File: src/rtl/cdb_arbiter.sv
// cdb_arbiter: collects FU writeback results in per-FU FIFOs and round-robins them onto one registered CDB.
// Build macro CDB_PERF_EN adds saturating stall and broadcast counters.
module cdb_arbiter #(
    parameter int FU_NUM    = 4,
    parameter int BUF_DEPTH = 2,
    parameter int PHYS_W    = 7,
    parameter int ROB_W     = 6,
    parameter int EPOCH_W   = 2,
    parameter int XLEN      = 32,
    localparam int SRC_W    = (FU_NUM > 1) ? $clog2(FU_NUM) : 1,
    localparam int PTR_W    = $clog2(BUF_DEPTH),
    localparam int CNT_W    = PTR_W + 1
) (
    input  logic                              clk,
    input  logic                              rst,
    input  logic [FU_NUM-1:0]                 fu_wb_valid,
    output logic [FU_NUM-1:0]                 fu_wb_ready,
    input  logic [FU_NUM-1:0][PHYS_W-1:0]     fu_wb_pd,
    input  logic [FU_NUM-1:0][XLEN-1:0]       fu_wb_data,
    input  logic [FU_NUM-1:0][ROB_W-1:0]      fu_wb_rob_idx,
    input  logic [FU_NUM-1:0][EPOCH_W-1:0]    fu_wb_epoch,
    output logic                              cdb_valid,
    input  logic                              cdb_ready,
    output logic [PHYS_W-1:0]                 cdb_pd,
    output logic [XLEN-1:0]                   cdb_data,
    output logic [ROB_W-1:0]                  cdb_rob_idx,
    output logic [EPOCH_W-1:0]                cdb_epoch,
    output logic [SRC_W-1:0]                  cdb_src,
    input  logic                              flush_valid,
    input  logic                              recover_valid,
    input  logic [ROB_W-1:0]                  recover_rob_idx,
    input  logic [EPOCH_W-1:0]                recover_epoch,
    output logic                              busy
`ifdef CDB_PERF_EN
    ,
    output logic [31:0]                       perf_stall_cycles,
    output logic [31:0]                       perf_bcast_count
`endif
);

    typedef struct packed {
        logic [PHYS_W-1:0]  pd;
        logic [XLEN-1:0]    data;
        logic [ROB_W-1:0]   rob_idx;
        logic [EPOCH_W-1:0] epoch;
    } entry_t;

    entry_t               mem    [FU_NUM][BUF_DEPTH];
    logic [BUF_DEPTH-1:0] killed [FU_NUM];
    logic [PTR_W-1:0]     wr_ptr [FU_NUM];
    logic [PTR_W-1:0]     rd_ptr [FU_NUM];
    logic [CNT_W-1:0]     count  [FU_NUM];
    logic [SRC_W-1:0]     rr_ptr;

    entry_t               head   [FU_NUM];
    logic [FU_NUM-1:0]    nonempty;
    logic [FU_NUM-1:0]    head_dead;
    logic [FU_NUM-1:0]    eligible;
    logic [FU_NUM-1:0]    push;
    logic [FU_NUM-1:0]    pop;
    logic                 any_elig;
    logic [SRC_W-1:0]     winner;
    logic                 out_hit;
    logic                 stage_free;
    logic                 load;

    // Ready comes purely from registered occupancy, so it never depends on cdb_ready.
    always_comb begin
        for (int f = 0; f < FU_NUM; f++) begin
            head[f]        = mem[f][rd_ptr[f]];
            nonempty[f]    = (count[f] != '0);
            fu_wb_ready[f] = (count[f] != CNT_W'(BUF_DEPTH));
        end
    end

    // A head matching a same-cycle recover is treated as already killed.
    always_comb begin
        for (int f = 0; f < FU_NUM; f++) begin
            head_dead[f] = nonempty[f] &&
                           (killed[f][rd_ptr[f]] ||
                            (recover_valid &&
                             head[f].rob_idx == recover_rob_idx &&
                             head[f].epoch   == recover_epoch));
            eligible[f]  = nonempty[f] && !head_dead[f];
            push[f]      = fu_wb_valid[f] && fu_wb_ready[f] && !flush_valid;
        end
    end

    always_comb begin
        int               tmp;
        logic [SRC_W-1:0] idx;
        tmp      = 0;
        idx      = '0;
        winner   = '0;
        any_elig = 1'b0;
        for (int k = 0; k < FU_NUM; k++) begin
            tmp = int'(rr_ptr) + k;
            if (tmp >= FU_NUM) tmp = tmp - FU_NUM;
            idx = SRC_W'(tmp);
            if (!any_elig && eligible[idx]) begin
                any_elig = 1'b1;
                winner   = idx;
            end
        end
    end

    assign out_hit    = cdb_valid && recover_valid &&
                        cdb_rob_idx == recover_rob_idx && cdb_epoch == recover_epoch;
    assign stage_free = !cdb_valid || cdb_ready || out_hit;
    assign load       = stage_free && any_elig && !flush_valid;

    always_comb begin
        for (int f = 0; f < FU_NUM; f++) begin
            pop[f] = head_dead[f] || (load && winner == SRC_W'(f));
        end
    end

    assign busy = cdb_valid || (|nonempty);

    // NOTE: payload storage has no reset; occupancy counters qualify every read, so stale data is never used.
    always_ff @(posedge clk) begin
        for (int f = 0; f < FU_NUM; f++) begin
            if (push[f]) begin
                mem[f][wr_ptr[f]] <= '{pd:      fu_wb_pd[f],
                                       data:    fu_wb_data[f],
                                       rob_idx: fu_wb_rob_idx[f],
                                       epoch:   fu_wb_epoch[f]};
            end
        end
    end

    always_ff @(posedge clk) begin
        if (rst || flush_valid) begin
            for (int f = 0; f < FU_NUM; f++) begin
                wr_ptr[f] <= '0;
                rd_ptr[f] <= '0;
                count[f]  <= '0;
                killed[f] <= '0;
            end
        end else begin
            for (int f = 0; f < FU_NUM; f++) begin
                // Kill marks on stale slots are harmless: a push rewrites the flag.
                for (int e = 0; e < BUF_DEPTH; e++) begin
                    if (recover_valid && mem[f][e].rob_idx == recover_rob_idx &&
                        mem[f][e].epoch == recover_epoch) begin
                        killed[f][e] <= 1'b1;
                    end
                end
                if (push[f]) begin
                    killed[f][wr_ptr[f]] <= recover_valid &&
                                            fu_wb_rob_idx[f] == recover_rob_idx &&
                                            fu_wb_epoch[f] == recover_epoch;
                    wr_ptr[f] <= wr_ptr[f] + PTR_W'(1);
                end
                if (pop[f]) begin
                    rd_ptr[f] <= rd_ptr[f] + PTR_W'(1);
                end
                count[f] <= count[f] + CNT_W'(push[f]) - CNT_W'(pop[f]);
            end
        end
    end

    always_ff @(posedge clk) begin
        if (rst) begin
            cdb_valid   <= 1'b0;
            cdb_pd      <= '0;
            cdb_data    <= '0;
            cdb_rob_idx <= '0;
            cdb_epoch   <= '0;
            cdb_src     <= '0;
            rr_ptr      <= '0;
        end else if (flush_valid) begin
            cdb_valid <= 1'b0;
            rr_ptr    <= '0;
        end else if (load) begin
            cdb_valid   <= 1'b1;
            cdb_pd      <= head[winner].pd;
            cdb_data    <= head[winner].data;
            cdb_rob_idx <= head[winner].rob_idx;
            cdb_epoch   <= head[winner].epoch;
            cdb_src     <= winner;
            rr_ptr      <= (winner == SRC_W'(FU_NUM - 1)) ? '0 : winner + SRC_W'(1);
        end else if (stage_free) begin
            cdb_valid <= 1'b0;
        end
    end

`ifdef CDB_PERF_EN
    always_ff @(posedge clk) begin
        if (rst) begin
            perf_stall_cycles <= '0;
            perf_bcast_count  <= '0;
        end else begin
            if (cdb_valid && !cdb_ready && perf_stall_cycles != '1) begin
                perf_stall_cycles <= perf_stall_cycles + 32'd1;
            end
            if (cdb_valid && cdb_ready && perf_bcast_count != '1) begin
                perf_bcast_count <= perf_bcast_count + 32'd1;
            end
        end
    end
`endif

endmodule

File: config.mk
export PLATFORM = sky130hd
export DESIGN_NAME = cdb_arbiter
export DESIGN_NICKNAME = d
export VERILOG_FILES = /design/src/rtl/cdb_arbiter.sv
export SDC_FILE = /design/constraint.sdc
export NUM_CORES = 1
export LEC_CHECK = 0
export CORE_AREA = 2 2 250 154
export CTS_CLUSTER_SIZE = 30
export DETAILED_ROUTE_END_ITERATION = 10
export DIE_AREA = 0 0 252 156
export GPL_TIMING_DRIVEN = 1
export HOLD_SLACK_MARGIN = 0.05
export MAX_ROUTING_LAYER = met4
export PLACE_DENSITY = 0.79
export SYNTH_ARGS = -nofsm -noshare
export SYNTH_HDL_FRONTEND = slang
export SYNTH_SLANG_ARGS = --single-unit
File: constraint.sdc
create_clock -name clk -period 11.42 [get_ports clk]
set_input_delay 1.713 -clock clk [delete_from_list [all_inputs] [get_ports clk]]
set_output_delay 1.713 -clock clk [all_outputs]
set_load 0.005 [all_outputs]
# ---- Yosys cells after proc, flatten, opt, wreduce, memory -nomap -nowiden
# Memory sizes are Yosys's and may differ from the RTL's.
# Cells that the tools add are included.
dict set report totals {
  ff_bits 52
  ramBits 400
  in_bits 205
  out_inout_bits 55
  word_cells 395
  n_memories 5
}
# name words word_bits rd rd_clocked_by_memory_dff write_ports line
set memory_table {}
lappend memory_table {mem 4 94 4 0 4 48} ;# entry_t mem [FU_NUM][BUF_DEPTH];
lappend memory_table {count 4 2 4 0 4 52} ;# logic [CNT_W-1:0] count [FU_NUM];
lappend memory_table {killed 4 2 4 0 4 49} ;# logic [BUF_DEPTH-1:0] killed [FU_NUM];
lappend memory_table {rd_ptr 4 1 4 0 4 51} ;# logic [PTR_W-1:0] rd_ptr [FU_NUM];
lappend memory_table {wr_ptr 4 1 4 0 4 50} ;# logic [PTR_W-1:0] wr_ptr [FU_NUM];
dict set report classes {
  n_addsub 24
  magnitude_cmp 33
  eq_ne 41
  n_mux 149
  bitwise_logic 38
  n_reduce_logical 98
}
# op n
set op_table {}
lappend op_table {{2-to-1 mux 47 bit} 18}
lappend op_table {{2-to-1 mux 94 bit} 4}
lappend op_table {{demux 47 bit (select 1 bit)} 4}
lappend op_table {{equality test 6 bit} 17}
lappend op_table {{2-to-1 mux 1 bit} 97}
lappend op_table {{binary-select mux 47 bit (select 2 bit)} 1}
lappend op_table {{logical AND 1 bit} 68}
lappend op_table {{equality test 2 bit} 17}
lappend op_table {{2-to-1 mux 2 bit} 17}
lappend op_table {{OR 1 bit} 28}
lappend op_table {{>= comparator 2 bit (second input constant)} 8}
lappend op_table {{less-than comparator 1 x 2 -> 1 bit (second input constant)} 8}
lappend op_table {{NOT 1 -> 2 bit} 8}
lappend op_table {{>= comparator 3 bit (second input constant)} 4}
lappend op_table {{logical OR 1 bit} 12}
lappend op_table {{less-than comparator 2 x 3 -> 1 bit (second input constant)} 4}
lappend op_table {{nonzero test 2 bit} 5}
lappend op_table {{logical NOT 1 bit} 9}
lappend op_table {{adder 1 bit (second input constant)} 8}
lappend op_table {{adder 2 x 1 -> 2 bit} 4}
lappend op_table {{binary-select mux 1 bit (select 2 bit)} 4}
lappend op_table {{less-than comparator 2 x 1 -> 1 bit (second input constant)} 4}
lappend op_table {{!= test 2 bit (second input constant)} 4}
lappend op_table {{subtractor 2 x 1 -> 2 bit} 4}
lappend op_table {{15 further kinds} 26}

# ---- Logic depth before layout (Yosys ltp)
# An unclocked memory read counts as a cell.
dict set report logic_depth {
  depth_word 32
  ltp_mapped 21
  ltp_nobuf 17
}

# ---- Worst setup path after synthesis
# No wires, ideal clock.
dict set report synth_timing {
  path_kind {input port to flip-flop}
  startpoint {input flush_valid}
  endpoint {memory killed[3][0], data pin}
  arrival_ps 5630
  required_time_ps 10998
  path_slack_ps 5369
  stages 3
  n_path_buf 1
  cell_sequence {clkbuf_1 > nor3_1 > o21ai_0}
}
# item line
set synth_lines {}
lappend synth_lines {{start, declared} 29} ;# input logic flush_valid,
lappend synth_lines {{end, declared} 49}

==> metrics.csv <==
metric,value,unit
netSwitchingFraction,0.2553,
syn_avg_cell_area,14.62,um2
cts_buffers,42,
synth.distinct_cells,60,
peakVddDrop,0.1124,mV
vias_per_cell,5.952,
placed_cell_area,23090,um2
yosys-top-cells-area,"edfxtp_1, mux2i_1, dfxtp_1, mux2_2, xor2_1",
fin_crit,5.684,ns
worst_slew_pin_slew,1.171,ns
grt_first_pass_wirelength,79.54,mm
yosysSeqAreaShare,0.6459,
row_count,55,
grt_max_degree,84,
first_iter_violations,1526,
slew-limit-headroom,0.2196,
dieArea,39310,um2
power_per_cell_area,164.3,nW/um2
synth_fp_nets,1591,
cts_root_buf,clkbuf_16,
finalHoldViolCount,0,
drc,0,
cts_tree,yes,
worstPathMaxFanout,83,
critPathArrivalTime,6.10,ns
die_x,252,um
finalWirelength,54.42,mm
syn2layout_area_growth,22.24,%
preCtsSetupSlack,5.324,ns
fin_crit_sh,0.4977,
gp_congestion,0.9246,
port_buffers,259,
syn_area,20080,um2
netSwitchingPower,1.030,mW
rsz0062_at_grt,false,
synthFlopType,edfxtp_1,
antenna_left,0,
synth.top_cell.area_share,0.5861,
core_area,37020,um2
grt_pass1_vias,12440,
clockBufferDepth,3,
layout.nets,1829,
final-instance-count-excl-fill,2135,
path_clk_slew,0.07,ns
pwr-share-comb,0.155,
cts_setup_buffers,0,
track_usage,0.2828,
finalMaxSlewViolations,0,
worstSetupPathType,reg -> reg,
post-synth-top-area-cell,edfxtp_1,
p_int,3.003,mW
hp-class,reg -> reg,
die_height,156,um
cts_hold_buffers,0,
firstDrtPassIters,7,
start_util,0.5424,
setup_tns,0,ns
finalPower,4.032,mW
yosysWarningCount,0,
worst_slack,5.736,ns
power.share.clock,0.365,
start_kind,register,
drv_cap,0,
placedCellCount,2052,
finalInstanceArea,24550,um2
synth_edf_count,392,
clock-sinks,452,
via_count,12710,
cp-end-kind,register,
max_freq,175.9,MHz
syn_inst,1374,
setup_viol,0,
synth_seq_cells,452,
status,finished clean,
pwr-share-seq,0.479,
design.portCount,260,
h-tree-depth,2,
skew,0.02597,ns
overflow,0,
synthArstFlopShare,0,
crit_required,11.83,ns
avgRoutedWirePerCell,25.49,um
clk_latency,0.56,ns
p_leak,8.478,nW
dp_hpwl,37.92,mm
antenna_found_initial,6,
final_layout_size_suffix_gt1_frac,0.1562,
cts-resized-gates,0,
power by group through the flow:
stage | Clock, mW | Combinational (mW) | Sequential (mW)
2_1_floorplan | 0 | 0.344 | 1.95
4_1_cts | 1.48 | 0.620 | 1.93
5_1_grt | 1.54 | 0.665 | 1.94
3_3_place_gp | 0 | 0.605 | 1.96
6_report | 1.47 | 0.627 | 1.93
3_5_place_dp | 0 | 0.617 | 1.97
registers in the layout, summed over array words and instances, names as in the netlist:
signal	count
killed	8
cdb_rob_idx	6
wr_ptr	4
cdb_valid	1
mem	376
rd_ptr	4
cdb_src	2
count	8
cdb_pd	7
rr_ptr	2
cdb_epoch	2
cdb_data	32
path summary, 6_finish.rpt:
check	startpoint	endpoint	slack, ns	depth (start not counted)
min	cdb_src[1]	cdb_src[1]	0.48	2
max reg2reg	rd_ptr[0]	count[2][1]	5.74	18
max	rd_ptr[0]	count[2][1]	5.74	18
min reg2reg	cdb_src[1]	cdb_src[1]	0.48	2
cell families (layout without fill, tap and decap cells):
kind of cell,after synthesis,count (layout),synth area share
AO/OA/AOI/OAI,242,242,0.09688
XOR/XNOR,144,144,0.06280
adder cells (fa/ha/maj),12,12,0.007476
buffers and inverters,114,385,0.02679
flip-flops,452,452,0.6459
multiplexers,210,210,0.1102
other,0,6,0
AND/OR/NAND/NOR,200,200,0.04990
layout make-up:
class / count / area (um2)
clock buffer: 50 / 1132
antenna: 6 / 15.01
multi-input combinational: 808 / 6630
inverter: 20 / 77.57
clock inverter: 27 / 311.5
fill: 2582 / 12470
sequential: 452 / 12970
tap: 484 / 605.6
timing repair buffer: 288 / 2805
critical path, cell delays in order (launching register included):
cell	delay (ns)
edfxtp_1	0.86
buf_4	0.66
mux2i_1	0.55
xor2_1	0.20
nand3_1	0.08
o31a_1	0.38
nand2_1	0.26
o2111ai_4	0.16
nand2_2	0.32
inv_4	0.43
ha_1	0.38
a21oi_1	0.21
inv_1	0.08
ha_1	0.28
inv_1	0.06
ha_1	0.15
xor2_1	0.20
xnor2_1	0.15
nor2_1	0.06
through the flow:
stage               hold WS [ns]  utilization
global placement          0.4646       0.6237
finish                    0.4832       0.6631
global route              0.5009       0.6631
floorplan                 0.4668            -
detailed placement        0.4748       0.6237
CTS                       0.4860       0.6627
placed cells by master (no fill, tap or decap), types with 8 or more instances in the layout:
cell type        Yosys  layout
a2111oi_2           10      10
a21oi_1             96      96
a221oi_2            24      24
buf_4                4      29
clkbuf_16            0      43
clkdlybuf4s50_1      0     258
clkinv_2             0      10
dfxtp_1             60      60
edfxtp_1           392     392
ha_1                12      12
inv_1               19      19
mux2_2              85      85
mux2i_1            121     121
nand2_1             30      30
nand3_1             43      43
nand4_1             11      11
nor2_1              43      40
nor3_1              18      17
nor4_1              20      20
o21ai_0             25      25
o21ai_1              8       8
o21bai_1            31      31
xnor2_1             42      42
xor2_1             102     102
routing by layer:
| layer | global-route usage | vias to the layer above | share of wire |
|---|---|---|---|
| li1 | - | 5702 | - |
| met1 | 0.4390 | 6347 | 0.47 |
| met2 | 0.3739 | 586 | 0.41 |
| met3 | 0.06056 | 72 | 0.095 |
| met4 | 0.06960 | 0 | 0.022 |
| met5 | - | - | 0 |
synthesized netlist by cell type, types with 3 or more instances:
| master | number |
|---|---|
| a221oi_1 | 7 |
| and2_1 | 10 |
| nor2_1 | 43 |
| and3_1 | 3 |
| a2111oi_2 | 10 |
| a2111oi_4 | 3 |
| ha_1 | 12 |
| mux2_1 | 4 |
| dfxtp_1 | 60 |
| buf_2 | 20 |
| nor4_1 | 20 |
| nand3_1 | 43 |
| o31a_1 | 3 |
| nor3_1 | 18 |
| o21ai_1 | 8 |
| xnor2_1 | 42 |
| buf_6 | 9 |
| a21oi_1 | 96 |
| a21oi_2 | 4 |
| edfxtp_1 | 392 |
| o21ai_0 | 25 |
| nand4_1 | 11 |
| buf_1 | 8 |
| mux2i_1 | 121 |
| or3_1 | 4 |
| xor2_1 | 102 |
| nand2_1 | 30 |
| buf_4 | 4 |
| a221oi_2 | 24 |
| inv_1 | 19 |
| nand3b_1 | 4 |
| o21bai_1 | 31 |
| clkbuf_1 | 53 |
| or2_2 | 7 |
| a211oi_2 | 3 |
| mux2_2 | 85 |
| a211oi_1 | 5 |
| o221a_1 | 3 |
Note: power is estimated with default switching activity, not from simulation.
